[src/rtl/instr_sequencer_if.sv]
// Program-load, start/done and instruction-issue signals between the
// instruction sequencer and whatever loads and drives it.
interface instr_sequencer_if #(
    parameter int ADDR_W = 4
);
    logic              load_en;
    logic [ADDR_W-1:0] load_addr;
    logic [24:0]       load_data;
    logic              start;
    logic              done;
    logic [8:0]        ir;
    logic [15:0]       din;
    logic              run;
    logic [ADDR_W-1:0] pc;
    logic              busy;
    logic              halted;
    logic              fault;

    modport master (
        input  load_en, load_addr, load_data, start, done,
        output ir, din, run, pc, busy, halted, fault
    );

    modport slave (
        output load_en, load_addr, load_data, start, done,
        input  ir, din, run, pc, busy, halted, fault
    );
endinterface

[src/rtl/instr_sequencer.sv]
// Feeds a stored program to the pratica2 processor one instruction at a
// time, waiting on done, with halt detection and a watchdog.
module instr_sequencer #(
    parameter int DEPTH   = 16,
    parameter int ADDR_W  = 4,
    parameter int TIMEOUT = 64
) (
    input  logic clock,
    input  logic resetn,
    instr_sequencer_if.master bus
);
    localparam int WD_W = $clog2(TIMEOUT);

    typedef enum logic [2:0] {
        IDLE,
        ISSUE,
        WAIT,
        HALT,
        FAULT
    } state_t;

    state_t            state;
    logic [24:0]       mem [DEPTH];
    logic [ADDR_W-1:0] pc;
    logic [ADDR_W-1:0] pc_inc;
    logic [WD_W-1:0]   wd;
    logic              run;
    logic              busy;
    logic              halted;
    logic              fault;
    logic              wr;
    logic [2:0]        op_first;
    logic [2:0]        op_cur;
    logic [2:0]        op_next;

    assign wr     = bus.load_en && !busy;
    assign pc_inc = pc + 1'b1;
    assign op_cur  = mem[pc][24:22];
    assign op_next = mem[pc_inc][24:22];

    // A write to entry 0 on the start edge must be seen by the first issue.
    assign op_first = (wr && bus.load_addr == '0) ?
                      bus.load_data[24:22] : mem[0][24:22];

    assign bus.ir     = mem[pc][24:16];
    assign bus.din    = mem[pc][15:0];
    assign bus.pc     = pc;
    assign bus.run    = run;
    assign bus.busy   = busy;
    assign bus.halted = halted;
    assign bus.fault  = fault;

    always_ff @(posedge clock) begin
        if (!resetn && wr)
            mem[bus.load_addr] <= bus.load_data;
    end

    always_ff @(posedge clock) begin
        if (resetn) begin
            state  <= IDLE;
            pc     <= '0;
            wd     <= '0;
            run    <= 1'b0;
            busy   <= 1'b0;
            halted <= 1'b0;
            fault  <= 1'b0;
        end else begin
            run <= 1'b0;
            unique case (state)
                IDLE, HALT, FAULT: begin
                    if (bus.start) begin
                        state  <= ISSUE;
                        pc     <= '0;
                        wd     <= '0;
                        busy   <= 1'b1;
                        halted <= 1'b0;
                        fault  <= 1'b0;
                        run    <= (op_first != 3'b111);
                    end
                end
                ISSUE: begin
                    if (op_cur == 3'b111) begin
                        state  <= HALT;
                        busy   <= 1'b0;
                        halted <= 1'b1;
                    end else begin
                        state <= WAIT;
                    end
                end
                WAIT: begin
                    if (bus.done) begin
                        wd <= '0;
                        if (pc == ADDR_W'(DEPTH - 1)) begin
                            state  <= HALT;
                            busy   <= 1'b0;
                            halted <= 1'b1;
                        end else begin
                            state <= ISSUE;
                            pc    <= pc_inc;
                            run   <= (op_next != 3'b111);
                        end
                    end else if (wd == WD_W'(TIMEOUT - 1)) begin
                        state <= FAULT;
                        wd    <= '0;
                        busy  <= 1'b0;
                        fault <= 1'b1;
                    end else begin
                        wd <= wd + 1'b1;
                    end
                end
                default: state <= IDLE;
            endcase
        end
    end
endmodule

[src/flat_wrapper.sv]
// flat-port wrapper written by rule: the top's interface ports become plain ports
module instr_sequencer_flat 
#(
    parameter int DEPTH   = 16,
    parameter int ADDR_W  = 4,
    parameter int TIMEOUT = 64
)
  (clock, resetn, bus_load_en, bus_load_addr, bus_load_data, bus_start, bus_done, bus_ir, bus_din, bus_run, bus_pc, bus_busy, bus_halted, bus_fault);
  instr_sequencer_if #(.ADDR_W(ADDR_W)) bus_i ();
  input  logic clock;
  input  logic resetn;
  input wire logic [$bits(bus_i.load_en)-1:0] bus_load_en;
  input wire logic [$bits(bus_i.load_addr)-1:0] bus_load_addr;
  input wire logic [$bits(bus_i.load_data)-1:0] bus_load_data;
  input wire logic [$bits(bus_i.start)-1:0] bus_start;
  input wire logic [$bits(bus_i.done)-1:0] bus_done;
  output wire logic [$bits(bus_i.ir)-1:0] bus_ir;
  output wire logic [$bits(bus_i.din)-1:0] bus_din;
  output wire logic [$bits(bus_i.run)-1:0] bus_run;
  output wire logic [$bits(bus_i.pc)-1:0] bus_pc;
  output wire logic [$bits(bus_i.busy)-1:0] bus_busy;
  output wire logic [$bits(bus_i.halted)-1:0] bus_halted;
  output wire logic [$bits(bus_i.fault)-1:0] bus_fault;
  assign bus_i.load_en = bus_load_en;
  assign bus_i.load_addr = bus_load_addr;
  assign bus_i.load_data = bus_load_data;
  assign bus_i.start = bus_start;
  assign bus_i.done = bus_done;
  assign bus_ir = bus_i.ir;
  assign bus_din = bus_i.din;
  assign bus_run = bus_i.run;
  assign bus_pc = bus_i.pc;
  assign bus_busy = bus_i.busy;
  assign bus_halted = bus_i.halted;
  assign bus_fault = bus_i.fault;
  instr_sequencer #(.DEPTH(DEPTH), .ADDR_W(ADDR_W), .TIMEOUT(TIMEOUT)) u_core (.clock(clock), .resetn(resetn), .bus(bus_i));
endmodule
[config.mk]
export PLATFORM = sky130hd
export DESIGN_NAME = instr_sequencer_flat
export DESIGN_NICKNAME = d
export VERILOG_FILES = /design/src/rtl/instr_sequencer_if.sv /design/src/rtl/instr_sequencer.sv /design/src/flat_wrapper.sv
export SDC_FILE = /design/constraint.sdc
export NUM_CORES = 1
export LEC_CHECK = 0
export BUFFER_PORTS_ARGS = -buffer_cell sky130_fd_sc_hd__clkbuf_2
export CORE_ASPECT_RATIO = 1.1
export CORE_MARGIN = 8
export CORE_UTILIZATION = 64
export CTS_BUF_LIST = sky130_fd_sc_hd__clkbuf_8
export CTS_CLUSTER_DIAMETER = 30
export DETAILED_ROUTE_END_ITERATION = 12
export GPL_TIMING_DRIVEN = 0
export PLACE_DENSITY = 0.8
export SYNTH_ARGS = -nofsm -noshare
export SYNTH_HDL_FRONTEND = slang
export SYNTH_SLANG_ARGS = --single-unit
[constraint.sdc]
create_clock -name clock -period 4.3 [get_ports clock]
set_clock_uncertainty 0.05 [all_clocks]
set_input_delay 0.215 -clock clock [delete_from_list [all_inputs] [get_ports clock]]
set_output_delay 0.215 -clock clock [all_outputs]
set_load 0.05 [all_outputs]
== Word level (Yosys, flattened, before mapping) ==
Memory sizes are Yosys's and may differ from the RTL's. A register that Yosys moved wholly into a read port is not among the register bits.
Cells that the tools add are included.

* Muxes and demuxes: 37
* $add $sub $neg: 2
* Reductions and logical operators: 16
* Eq/ne operators: 18

{| class="wikitable"
|+ Operator list
! cell !! count
|-
| two-way mux 4 bit || 5
|-
| two-way mux 6 bit || 3
|-
| two-way mux 1 bit || 17
|-
| two-way mux 3 bit || 4
|-
| one-hot mux 6 bit (2 select lines) || 1
|-
| AND reduction 5 bit || 2
|-
| one-hot mux 3 bit (3 select lines) || 1
|-
| inequality test 2 bit, second input constant || 4
|-
| one-hot mux 4 bit (2 select lines) || 1
|-
| AND reduction 4 bit || 2
|-
| adder 6 x 1 -> 6 bit, second input constant || 1
|-
| equality test 3 x 2 -> 1 bit, second input constant || 2
|-
| equality test 3 bit, second input constant || 2
|-
| equality test 6 bit, second input constant || 1
|-
| inequality test 2 x 1 -> 1 bit, second input constant || 3
|-
| inequality test 3 x 2 -> 1 bit, second input constant || 2
|-
| inequality test 3 bit, second input constant || 2
|-
| one-hot mux 1 bit (3 select lines) || 2
|-
| adder 4 x 1 -> 4 bit, second input constant || 1
|-
| equality test 4 bit, second input constant || 1
|-
| logical NOT 4 bit || 1
|-
| one-hot mux 1 bit (2 select lines) || 2
|-
| AND reduction 2 bit || 2
|-
| equality test 3 x 1 -> 1 bit, second input constant || 1
|-
| other kinds (7) || 10
|}

* Word-level logic and storage cells: 81
* Memories kept: 1
* Input bits: 34
* Register bits: 17
* RAM bits: 400
* Output and inout port bits: 33

{| class="wikitable"
|+ Memories
! name !! depth !! bits a word !! read ports !! clocked after memory_dff !! write ports !! line !! RTL
|-
| u_core.mem || 16 || 25 || 3 || 1 || 1 || instr_sequencer.sv:23 || <nowiki>logic [24:0] mem [DEPTH];</nowiki>
|}

== Longest topological paths before layout ==
* Depth after elaboration: 7
* Depth in mapped cells: 9
* Mapped depth without buffers: 7

== Worst setup path before layout ==
No wires, ideal clock.

* Kind: flip-flop to flip-flop
* Start point: register u_core.busy (netlist: u_core.bus.busy)
* End point: memory u_core.mem[2][0], enable pin
* Period minus slack after synthesis: 3.316 ns
* Path slack: 0.984 ns
* Stages on the path, launching flop included: 4
* Required time: 3.811 ns
* Buffers on the path: 0
* Arrival time: 2.828 ns
* Library setup time: 0.439 ns
* Path through: dfxtp_1 nor3b_1 nand3b_1 nor3_1

* Cells in the longest elaborated chain, start to end: 5

{| class="wikitable"
|+ Ends and longest elaborated chain
! element !! line !! RTL
|-
| start, declared || instr_sequencer.sv:28 || <nowiki>logic busy;</nowiki>
|-
| start signal, assigned || instr_sequencer.sv:64 || <nowiki>busy <= 1'b0;</nowiki>
|-
| start signal, assigned || instr_sequencer.sv:75 || <nowiki>busy <= 1'b1;</nowiki>
|-
| start signal, assigned || instr_sequencer.sv:84 || <nowiki>busy <= 1'b0;</nowiki>
|-
| logical NOT 1 bit || instr_sequencer.sv:36 || <nowiki>assign wr = bus.load_en && !busy;</nowiki>
|-
| logical AND 1 bit || instr_sequencer.sv:36 ||
|-
| logical AND 1 bit || instr_sequencer.sv:54 || <nowiki>if (!resetn && wr)</nowiki>
|-
| two-way mux 1 bit || instr_sequencer.sv:54 ||
|-
| two-way mux 1 bit (implied by the code) || instr_sequencer.sv:55 || <nowiki>mem[bus.load_addr] <= bus.load_data;</nowiki>
|-
| end, declared || instr_sequencer.sv:23 ||
|}

No other way between the ends.

==> flow_summary.ini <==
[outcome]
outcome = finished, final reports clean

[finish]
layout_common_cells = 400 x edfxtp_1, 119 x mux4_2, 75 x clkbuf_8
final_common_cell = edfxtp_1
design_area_sq_um = 19100
area_growth_pct = 17.1
nets = 952
layout-drive-gt1-share_pct = 36.4
diodes = 0
nFillCells = 1277

[synthesis]
synth.avg_cell_area_sq_um = 22.2
synthArstFlopShare_pct = 0
synth_nets = 771
synth-edff-count = 400
synthCells = 735
netlist_area_sq_um = 16300
synthTopCellsByArea = edfxtp_1 74%, mux4_2 16%, dfxtp_1 2.6%, mux4_1 0.81%, nor2_1 0.78%
ys_seq_elements = 421
synth_largest_area_cell = edfxtp_1
synth_cell_types = 43
yosys_warnings = 0
ys_seq_area_share_pct = 76.2
yosysTopAreaCellShare_pct = 73.7
synth_ff_type = edfxtp_1

[global_routing]
grt_max_degree = 26
grt-ovfl-total = 0
antenna_found_initial = 0
grt_first_pass_wirelength_mm = 54.7
grt_util_all_layers_pct = 24.4
first_global_vias = 9121

[power]
switching_share_pct = 22.4
p_int_w = 0.00658
switchingPower_w = 0.00190
seqPwrFrac_pct = 53.6
leakage_nw = 6.12
clkPwrFrac_pct = 41.7
max-vdd-ir-drop_mv = 0.289
combPwrFrac_pct = 4.7
power_density_nw_per_um2 = 445

[sta]
tns_ps = 0
tightestPinTransition_ps = 1150
rsz0062_at_grt = false
final-setup-viol-count = 0
post-route-period-util_pct = 86.5
hold_viol_final = 0
slew_violations = 0
max_clock_freq_mhz = 269
layout_min_cycle_time_ps = 3720
maxSlewHeadroom_pct = 23.3

[routing]
vias_per_cell = 6.68
drt-wirelength-per-cell_um = 28.5
wl_mm = 36.7
ant_nets = 0
drtPass1Iterations = 5
drcViolationCount = 0
drt_iter0_drc = 1093
via_count = 8582

[place]
place_area_sq_um = 17400
gp_congestion = 0.849
port-buffer-count = 66
dp_hpwl_mm = 22.6

[floorplan]
die_x_um = 168
core_area_sq_um = 25200
die_area_sq_um = 30800
die_y_um = 183
num_rows = 61
start_util_pct = 64.7
io_pins = 67

[job]
drv_cap = 0

[cts]
post_cts_resize_count = 0
htreeDepth = 3
clockBufferDepth = 3
clk_pin_slew_worst_paths_ps = 60
clock-sinks = 421
cts_root_buf = clkbuf_8
cts_buffers = 73
clkLatencyLatePin_ps = 580
cts_tree = built

[hold_path]
hp-class = input port to flop

[worst_setup_path]
cp-end-kind = primary output
path_max_fanout = 10
critPathLaunchType = flop
worst-endpoint-arrival_ps = 3460
critical_path_class = flop to primary output
crit_required_ps = 4030
==> cell type report <==
class                      count  area (sq um)  area share [%]
sequential                   421         12400            65.1
multi-input combinational    278          3780            19.8
clock buffer                  75          1030            5.41
timing repair buffer         106           848            4.44
clock inverter                54           404            2.12
tap                          315           394            2.06
buffer                        33           191            1.00
inverter                       3          11.3          0.0590
==> logic make-up (layout without fill, tap and decap cells) <==
family	Yosys count	after routing	synth area share, %
mux	127	127	17.4
compound gates	38	38	1.47
simple gates	106	106	3.19
flops	421	421	76.2
buf+inv	36	271	1.24
fa+ha+maj	2	2	0.153
xor+xnor	5	5	0.269
==> per-stage QoR <==
stage	setup WS [ps]	hold slack, ps	total power, W	util [%]	cells
after global placement	-960	402	0.00498	67.6	1116
after floorplan	984	248	0.00486	-	735
after detailed placement	1270	406	0.00501	69.2	1134
final	580	26.6	0.00849	75.8	1285
after CTS	633	1.09	0.00853	75.8	1285
after global routing	514	11.4	0.00874	75.8	1285
==> power groups by stage <==
stage | clock network (W) | logic, W | registers [W]
after floorplan | 0 | 0.000214 | 0.00465
after global placement | 0 | 0.000348 | 0.00463
after detailed placement | 0 | 0.000384 | 0.00463
after CTS | 0.00359 | 0.000402 | 0.00455
after global routing | 0.00376 | 0.000430 | 0.00455
final | 0.00354 | 0.000402 | 0.00455
==> cell usage after synthesis (10+ instances only) <==
master,count
edfxtp_1,400
mux4_2,119
nor2_1,34
dfxtp_1,21
nand3_1,19
nand2_1,15
clkbuf_1,12
a21oi_1,11
buf_2,11
o21ai_0,11
nand4_1,10
==> worst paths after layout <==
| check | start | end | slack (ps) | cells after the start |
|---|---|---|---|---|
| worst max-delay path | flop | bus_din[13] | 580 | 6 |
| worst min-delay path | bus_load_data[20] | u_core.mem[13][20] | 30 | 1 |
| worst max register to register | u_core.bus.busy | u_core.mem[3][23] | 1670 | 4 |
| worst min register to register | u_core.bus.halted | u_core.bus.halted | 420 | 1 |
==> state kept, by name (all words and copies together), names as in the netlist, named ones only <==
register,count
u_core.bus.busy,1
u_core.bus.fault,1
u_core.bus.halted,1
u_core.bus.pc,4
u_core.bus.run,1
u_core.mem,400
u_core.state,3
u_core.wd,6
==> worst max-delay path, stage by stage (launching register included) <==
cell and delay [ps]:
dfxtp_1 310, buf_2 230, buf_2 360, buf_1 770, mux4_2 420, mux4_2 520, clkbuf_2 260
==> routing by layer <==
metal | part of all wire (%) | GRT usage, % | vias to the layer above
met2 | 52 | 41.2 | 503
met5 | 0 | 0 | -
met3 | 8.6 | 6.56 | 91
met1 | 37 | 30.0 | 4480
li1 | - | - | 3508
met4 | 2.7 | 8.93 | 0
==> what timing repair did <==
| item | 4_1_cts | 5_1_grt |
|---|---|---|
| buffers inserted | 0 | 0 |
| hold endpoints to repair | 298 | 0 |
| hold buffers | 22 | 0 |
Power figures use the tool's default switching activity.
